**src/rtl/lock_io_pkg.sv**
```systemverilog
// Shared constants for the digital-lock input path: button indices and default divider settings.
package lock_io_pkg;

    localparam int BTN_ENTER    = 0;
    localparam int BTN_RST      = 1;
    localparam int BTN_CHANGE   = 2;
    localparam int BTN_CLEARDSP = 3;

    localparam int DEF_FAST_DIV_BITS = 17;
    localparam int DEF_SLOW_HALF     = 500000;
    localparam int DEF_DB_STAGES     = 3;
    localparam int DEF_N_BTN         = 4;

    // Counter width able to hold 0..n-1, never narrower than one bit.
    function automatic int cnt_width(input int n);
        return (n > 1) ? $clog2(n) : 1;
    endfunction

endpackage

```
**src/rtl/db_channel.sv**
```systemverilog
// One debounced button: 2-flop synchroniser, strobe-driven shift register, level and rise pulse.
module db_channel
    import lock_io_pkg::*;
#(
    parameter int DB_STAGES = DEF_DB_STAGES
) (
    input  logic clk,
    input  logic clear,
    input  logic sample_en,
    input  logic btn_raw,
    output logic btn_db,
    output logic btn_rise
);

    logic                 sync1_q, sync1_d;
    logic                 sync2_q, sync2_d;
    logic [DB_STAGES-1:0] shift_q, shift_d;
    logic                 db_q, db_d;
    logic                 db_prev_q, db_prev_d;
    logic                 rise_q, rise_d;

    always_comb begin
        sync1_d   = btn_raw;
        sync2_d   = sync1_q;
        shift_d   = shift_q;
        db_d      = db_q;
        // Level only changes on a strobe and reflects the register contents after this shift.
        if (sample_en) begin
            shift_d = {shift_q[DB_STAGES-2:0], sync2_q};
            db_d    = &shift_d;
        end
        db_prev_d = db_q;
        rise_d    = db_q & ~db_prev_q;
    end

    always_ff @(posedge clk or posedge clear) begin
        if (clear) begin
            sync1_q   <= 1'b0;
            sync2_q   <= 1'b0;
            shift_q   <= '0;
            db_q      <= 1'b0;
            db_prev_q <= 1'b0;
            rise_q    <= 1'b0;
        end else begin
            sync1_q   <= sync1_d;
            sync2_q   <= sync2_d;
            shift_q   <= shift_d;
            db_q      <= db_d;
            db_prev_q <= db_prev_d;
            rise_q    <= rise_d;
        end
    end

    assign btn_db   = db_q;
    assign btn_rise = rise_q;

endmodule

```
**src/rtl/input_conditioner.sv**
```systemverilog
// Lock-board front end: fast scan divider, slow divider with sample strobe, and N debounced buttons.
module input_conditioner
    import lock_io_pkg::*;
#(
    parameter int FAST_DIV_BITS = DEF_FAST_DIV_BITS,
    parameter int SLOW_HALF     = DEF_SLOW_HALF,
    parameter int DB_STAGES     = DEF_DB_STAGES,
    parameter int N_BTN         = DEF_N_BTN
) (
    input  logic             clk,
    input  logic             clear,
    input  logic [N_BTN-1:0] btn_raw,
    output logic             clk_fast,
    output logic             clk_slow,
    output logic             sample_en,
    output logic [N_BTN-1:0] btn_db,
    output logic [N_BTN-1:0] btn_rise
);

    localparam int                SLOW_W    = cnt_width(SLOW_HALF);
    localparam logic [SLOW_W-1:0] SLOW_LAST = SLOW_W'(SLOW_HALF - 1);

    logic [FAST_DIV_BITS-1:0] fast_cnt_q, fast_cnt_d;
    logic                     clk_fast_q, clk_fast_d;
    logic [SLOW_W-1:0]        slow_cnt_q, slow_cnt_d;
    logic                     clk_slow_q, clk_slow_d;
    logic                     sample_en_q, sample_en_d;
    logic                     slow_wrap;

    always_comb begin
        fast_cnt_d = fast_cnt_q + FAST_DIV_BITS'(1);
        clk_fast_d = fast_cnt_d[FAST_DIV_BITS-1];

        slow_wrap  = (slow_cnt_q == SLOW_LAST);
        slow_cnt_d = slow_wrap ? '0 : slow_cnt_q + SLOW_W'(1);
        clk_slow_d = slow_wrap ? ~clk_slow_q : clk_slow_q;
        // Strobe coincides with the low-to-high toggle, so it marks one full slow period.
        sample_en_d = slow_wrap & ~clk_slow_q;
    end

    always_ff @(posedge clk or posedge clear) begin
        if (clear) begin
            fast_cnt_q  <= '0;
            clk_fast_q  <= 1'b0;
            slow_cnt_q  <= '0;
            clk_slow_q  <= 1'b0;
            sample_en_q <= 1'b0;
        end else begin
            fast_cnt_q  <= fast_cnt_d;
            clk_fast_q  <= clk_fast_d;
            slow_cnt_q  <= slow_cnt_d;
            clk_slow_q  <= clk_slow_d;
            sample_en_q <= sample_en_d;
        end
    end

    assign clk_fast  = clk_fast_q;
    assign clk_slow  = clk_slow_q;
    assign sample_en = sample_en_q;

    for (genvar i = 0; i < N_BTN; i++) begin : g_btn
        db_channel #(
            .DB_STAGES(DB_STAGES)
        ) u_db (
            .clk      (clk),
            .clear    (clear),
            .sample_en(sample_en_q),
            .btn_raw  (btn_raw[i]),
            .btn_db   (btn_db[i]),
            .btn_rise (btn_rise[i])
        );
    end

endmodule

```
**config.mk**
```make
export PLATFORM = sky130hd
export DESIGN_NAME = input_conditioner
export DESIGN_NICKNAME = d
export VERILOG_FILES = /design/src/rtl/lock_io_pkg.sv /design/src/rtl/db_channel.sv /design/src/rtl/input_conditioner.sv
export SDC_FILE = /design/constraint.sdc
export NUM_CORES = 1
export LEC_CHECK = 0
export BUFFER_PORTS_ARGS = -buffer_cell sky130_fd_sc_hd__clkbuf_2
export CAP_MARGIN = 10
export CORE_MARGIN = 2
export CORE_UTILIZATION = 40
export CTS_BUF_LIST = sky130_fd_sc_hd__clkbuf_8
export DETAILED_ROUTE_END_ITERATION = 6
export HOLD_SLACK_MARGIN = 0.15
export SLEW_MARGIN = 30
export SYNTH_ARGS = -nofsm -noshare
export SYNTH_HDL_FRONTEND = slang
export SYNTH_SLANG_ARGS = --single-unit
```
**constraint.sdc**
```tcl
create_clock -name clk -period 5.1 [get_ports clk]
set_input_delay 0.255 -clock clk [delete_from_list [all_inputs] [get_ports clk]]
set_output_delay 0.255 -clock clk [all_outputs]
set_load 0.05 [all_outputs]
```
### Word level (Yosys, flattened, before mapping)

Index checks and enable logic that the tools add are counted.

* register bits after elaboration: 67
* latch bits: 0
* RAM bits: 0
* ROM bits: 0
* input bits: 6
* output and inout bits: 11
* memories: 0

* add/subtract/negate cells: 2
* $mul: 0
* divide/modulo/power cells: 0
* $lt $le $gt $ge: 0
* equality and inequality tests: 1
* shift-type cells: 0
* muxes and demuxes: 1
* bitwise gates (word level): 10
* reduce and logical (&&, ||, !) cells: 4

Operator list (count)
* $add 19x1->19 const B: 1
* $eq 19x19->1 const B: 1
* $mux 19: 1
* $add 17x1->17 const B: 1
* $reduce_and 3->1: 4
* $and 1x1->1: 5
* $not 1->1: 5

### Longest topological paths before layout

* depth in word-level cells: 2
* gate-level depth with buffers: 5
* depth with buffers taken out: 5

### By module

Synthesis repeated with hierarchy kept, for this count alone.

* cells, all modules: 205
* area total of the unflattened synthesis: 2572.5 µm²

By module, submodules not included
* input_conditioner: times used 1, cells each 149, area an instance 1691.6 µm²
* db_channel: times used 4, cells each 14, area an instance 220.2 µm²

### Worst setup path before layout

No wires, ideal clock.

* path kind: reg-to-reg
* start: register sample_en_q, in the netlist sample_en
* end: register g_btn[1].u_db.shift_q[0]
* setup time: 0.125 ns
* arrival time: 1.542 ns
* data required time: 4.975 ns
* path slack: 3.433 ns
* cell stages (with the launch flop): 4
* path buffers: 2
* path through: dfrtp_1 clkbuf_1 buf_1 mux2_2

RTL lines
* start, declared: line input_conditioner.sv:27 `logic sample_en_q, sample_en_d;`
* start signal, assigned: line input_conditioner.sv:53 `sample_en_q <= sample_en_d;`
* end signal, assigned: line db_channel.sv:47 `shift_q <= shift_d;`
* end, declared: line db_channel.sv:17 `logic [DB_STAGES-1:0] shift_q, shift_d;`

No word-level cell between the ends.

### Worst setup path after layout

* start: register slow_cnt_q[9]
* end: register clk_slow_q, in the netlist clk_slow

* cells in the longest elaborated chain, start to end: 1

Ends and longest elaborated chain
* start, declared: line input_conditioner.sv:25 `logic [SLOW_W-1:0] slow_cnt_q, slow_cnt_d;`
* start signal, assigned: line input_conditioner.sv:51 `slow_cnt_q <= slow_cnt_d;`
* $eq 19x19->1: line input_conditioner.sv:34 `slow_wrap = (slow_cnt_q == SLOW_LAST);`
* end signal, assigned: line input_conditioner.sv:52 `clk_slow_q <= clk_slow_d;`
* end, declared: line input_conditioner.sv:26 `logic clk_slow_q, clk_slow_d;`

No other way between the ends.
A chain may end at the register's enable or synchronous reset.

==> flow_summary.toml <==
[place]
place.gp.congestion = 0.775
hpwl_mm = 2.60
preCtsSetupSlack_ns = 3.20
place.port_buffers = 16

[timing]
finalHoldViolations = 0
slew_headroom = 0.463
period_minus_slack_ns = 1.87
skew_ns = 0.00649
fmax_mhz = 535
worst_pin_slew_ns = 0.805
grt_setup_unrepaired = "no"
final_max_slew_viol_count = 0
timing.setup.tns_ns = 0
setup_viol = 0
fin_crit_sh = 0.367
fin_ws_ns = 3.23

[cells_and_area]
fill_cells = 595
area_growth_pct = 12.4
multi_input_area_um2 = 900
nets = 241
num_antenna_cells = 0
ff_latch_area_um2 = 1650
drive_gt1_frac = 0.202

[run_status]
status = "complete, no violations"

[floorplan]
ios = 17
die_w_um = 85.6
start_util = 0.417
core_area_um2 = 6390
rows = 29
die_y_um = 85.6
die_area_um2 = 7330

[logic_synthesis]
synth_edf_count = 0
synth-seq-cells = 66
synth_flop_cell = "dfrtp_1"
yosysWarningCount = 0
syn_area_per_cell_um2 = 12.6
synth.distinct_cells = 30
synth_most_common_cell = "dfrtp_1"
yosysTopAreaCell = "dfrtp_1"
synth_top_area_frac = 0.620
synth_common_cells = "dfrtp_1 (66), nor2_1 (23), xnor2_1 (16)"
synth_area_leaders = "dfrtp_1 (62%), xnor2_1 (5.3%), xor2_1 (4.9%)"
synth_seq_area_share = 0.620
syn_area_um2 = 2660
synthArstFlopShare = 1.00
synth_nets = 220
syn_inst = 212

[grt]
grt_pass1_wl_mm = 7.17
grt_pass1_vias = 1577
grt_max_degree = 67
antenna_found_initial = 0
overflow = 0
grtUsageTotal = 0.128

[worst_setup_path]
crit_path_start_kind = "flop"
cp_data_arrival_time_ns = 2.05
reg2reg_depth = 4
worstSetupEndpointType = "flop"
path_class = "reg -> reg"
crit_fanout = 11
path_buf_inv = 0
required_ns = 5.28
worstPathCellList = "nor4b_1 > nand4_1 > nor2_1 > xor2_1"
cpLargestDelayFamily = "simple AND/OR/NAND/NOR gates"
crit_cells = 4
slowest_delay_ns = 0.63
cp_slowest_cell = "nor2_1"

[route]
drt_first_pass_iters = 4
drc = 0
ant_nets = 0
vias_per_cell = 4.73
dr_total_vias = 1489
finalWirelength_mm = 3.98
wl_per_cell_um = 12.6
drt_iter0_markers = 86

[clock_tree]
clockBufferDepth = 2
cts_resized = 0
cts_made_buffers = 9
cts.clk_slew.worst_paths_ns = 0.07
cts-root-buf = "clkbuf_8"
cts_tree = "done"
cts_setup_buffers = 0
htree_levels = 3
clock_latency_ns = 0.34
clock-sinks = 66

[power]
comb_power_share = 0.015
p_per_area_nw_per_um2 = 317
internal_power_mw = 0.751
power.switching_mw = 0.199
p_leak_nw = 1.46
p_clk_frac = 0.429
p_sw_frac = 0.209
power.total_mw = 0.949
ir_drop_v = 0.000206
seqPwrFrac = 0.556

[min_path]
hold_class = "in -> async"

[job]
drv_cap = 0
-- stage by stage --
step	instances	hold WS, ns	util	instance area, µm²
after detailed placement	295	0.335	0.434	2770
after CTS	315	0.152	0.469	3000
after global routing	315	0.186	0.469	3000
after global placement	295	0.335	0.434	2770
after floorplan	212	0.286	-	2660
final	315	0.115	0.469	3000
-- cells in the final DEF (no fill, tap or decap), types with 2 or more instances in the layout --
| cell | n |
|---|---|
| nand2_1 | 9 |
| clkinvlp_4 | 2 |
| nor4b_1 | 2 |
| nor2_1 | 23 |
| and2_1 | 2 |
| inv_1 | 10 |
| nand4_1 | 10 |
| and3_1 | 2 |
| clkinv_2 | 2 |
| nor3_2 | 2 |
| xor2_1 | 15 |
| mux2_2 | 8 |
| and4_1 | 2 |
| xnor2_1 | 16 |
| ha_1 | 2 |
| dfrtp_1 | 66 |
| dlygate4sd3_1 | 4 |
| nor3_1 | 3 |
| nor4_1 | 2 |
| nand3_1 | 14 |
| clkbuf_8 | 9 |
| nand4_4 | 3 |
| o21ai_0 | 4 |
| clkbuf_2 | 16 |
-- timing repair --
| action | in CTS | in global routing |
|---|---|---|
| hold endpoints to repair | 4 | 0 |
| hold buffers | 4 | 0 |
| endpoints found under the setup margin | 0 | 0 |
-- area by class of cell --
class                      count  area share
inverter                       9      0.0113
clock buffer                   9      0.0414
multi-input combinational    126       0.300
tap                           77      0.0322
clock inverter                 7      0.0209
sequential                    66       0.551
timing repair buffer          21      0.0426
-- worst register-to-register path, delay by kind of cell (launching register included) --
family           cells  cell delay [ns]
AND/OR/NAND/NOR      3             1.12
flip-flops           1             0.46
XOR/XNOR             1             0.13
-- layer usage --
layer | track usage | part of all wire | vias to the layer above
met5 | 0 | 0 | -
met4 | 0.0563 | 0.015 | 0
met1 | 0.160 | 0.48 | 712
li1 | - | - | 750
met2 | 0.191 | 0.46 | 19
met3 | 0.0606 | 0.046 | 8
-- state kept, by name, summed over array words and instances, names as in the netlist --
register,count
clk_fast,1
clk_slow,1
fast_cnt_q,16
g_btn.u_db.btn_db,4
g_btn.u_db.btn_rise,4
g_btn.u_db.db_prev_q,4
g_btn.u_db.shift_q,8
g_btn.u_db.sync1_q,4
g_btn.u_db.sync2_q,4
sample_en,1
slow_cnt_q,19
-- worst paths after layout --
check / endpoint / slack, ns / startpoint
max: clk_slow$_DFFE_PP0N_ / 3.23 / slow_cnt_q[9]$_DFF_PP0_
min: fast_cnt_q[11]$_DFF_PP0_ / 0.11 / clear
max reg2reg: clk_slow$_DFFE_PP0N_ / 3.23 / slow_cnt_q[9]$_DFF_PP0_
min reg2reg: g_btn[1].u_db.sync2_q$_DFF_PP0_ / 0.35 / g_btn[1].u_db.sync1_q$_DFF_PP0_
max in group asynchronous: slow_cnt_q[10]$_DFF_PP0_ / 4.44 / clear
min in group clk: g_btn[1].u_db.sync2_q$_DFF_PP0_ / 0.35 / g_btn[1].u_db.sync1_q$_DFF_PP0_
-- power groups by stage --
stage | clock (mW) | combinational (mW) | sequential (mW)
after global placement | 0 | 0.0132 | 0.538
after CTS | 0.424 | 0.0157 | 0.528
after detailed placement | 0 | 0.0134 | 0.538
final | 0.407 | 0.0146 | 0.528
after floorplan | 0 | 0.00766 | 0.537
after global routing | 0.451 | 0.0175 | 0.528
-- kinds of logic (layout without fill, tap and decap cells) --
| kind of cell | after synthesis | in the layout | synth area share |
|---|---|---|---|
| xor+xnor | 31 | 31 | 0.102 |
| buf+inv | 20 | 46 | 0.0423 |
| flops | 66 | 66 | 0.620 |
| fa+ha+maj | 2 | 2 | 0.00939 |
| mux | 9 | 9 | 0.0376 |
| compound gates | 6 | 6 | 0.0127 |
| simple gates | 78 | 78 | 0.176 |
Note: power is estimated with default switching activity, not from simulation.
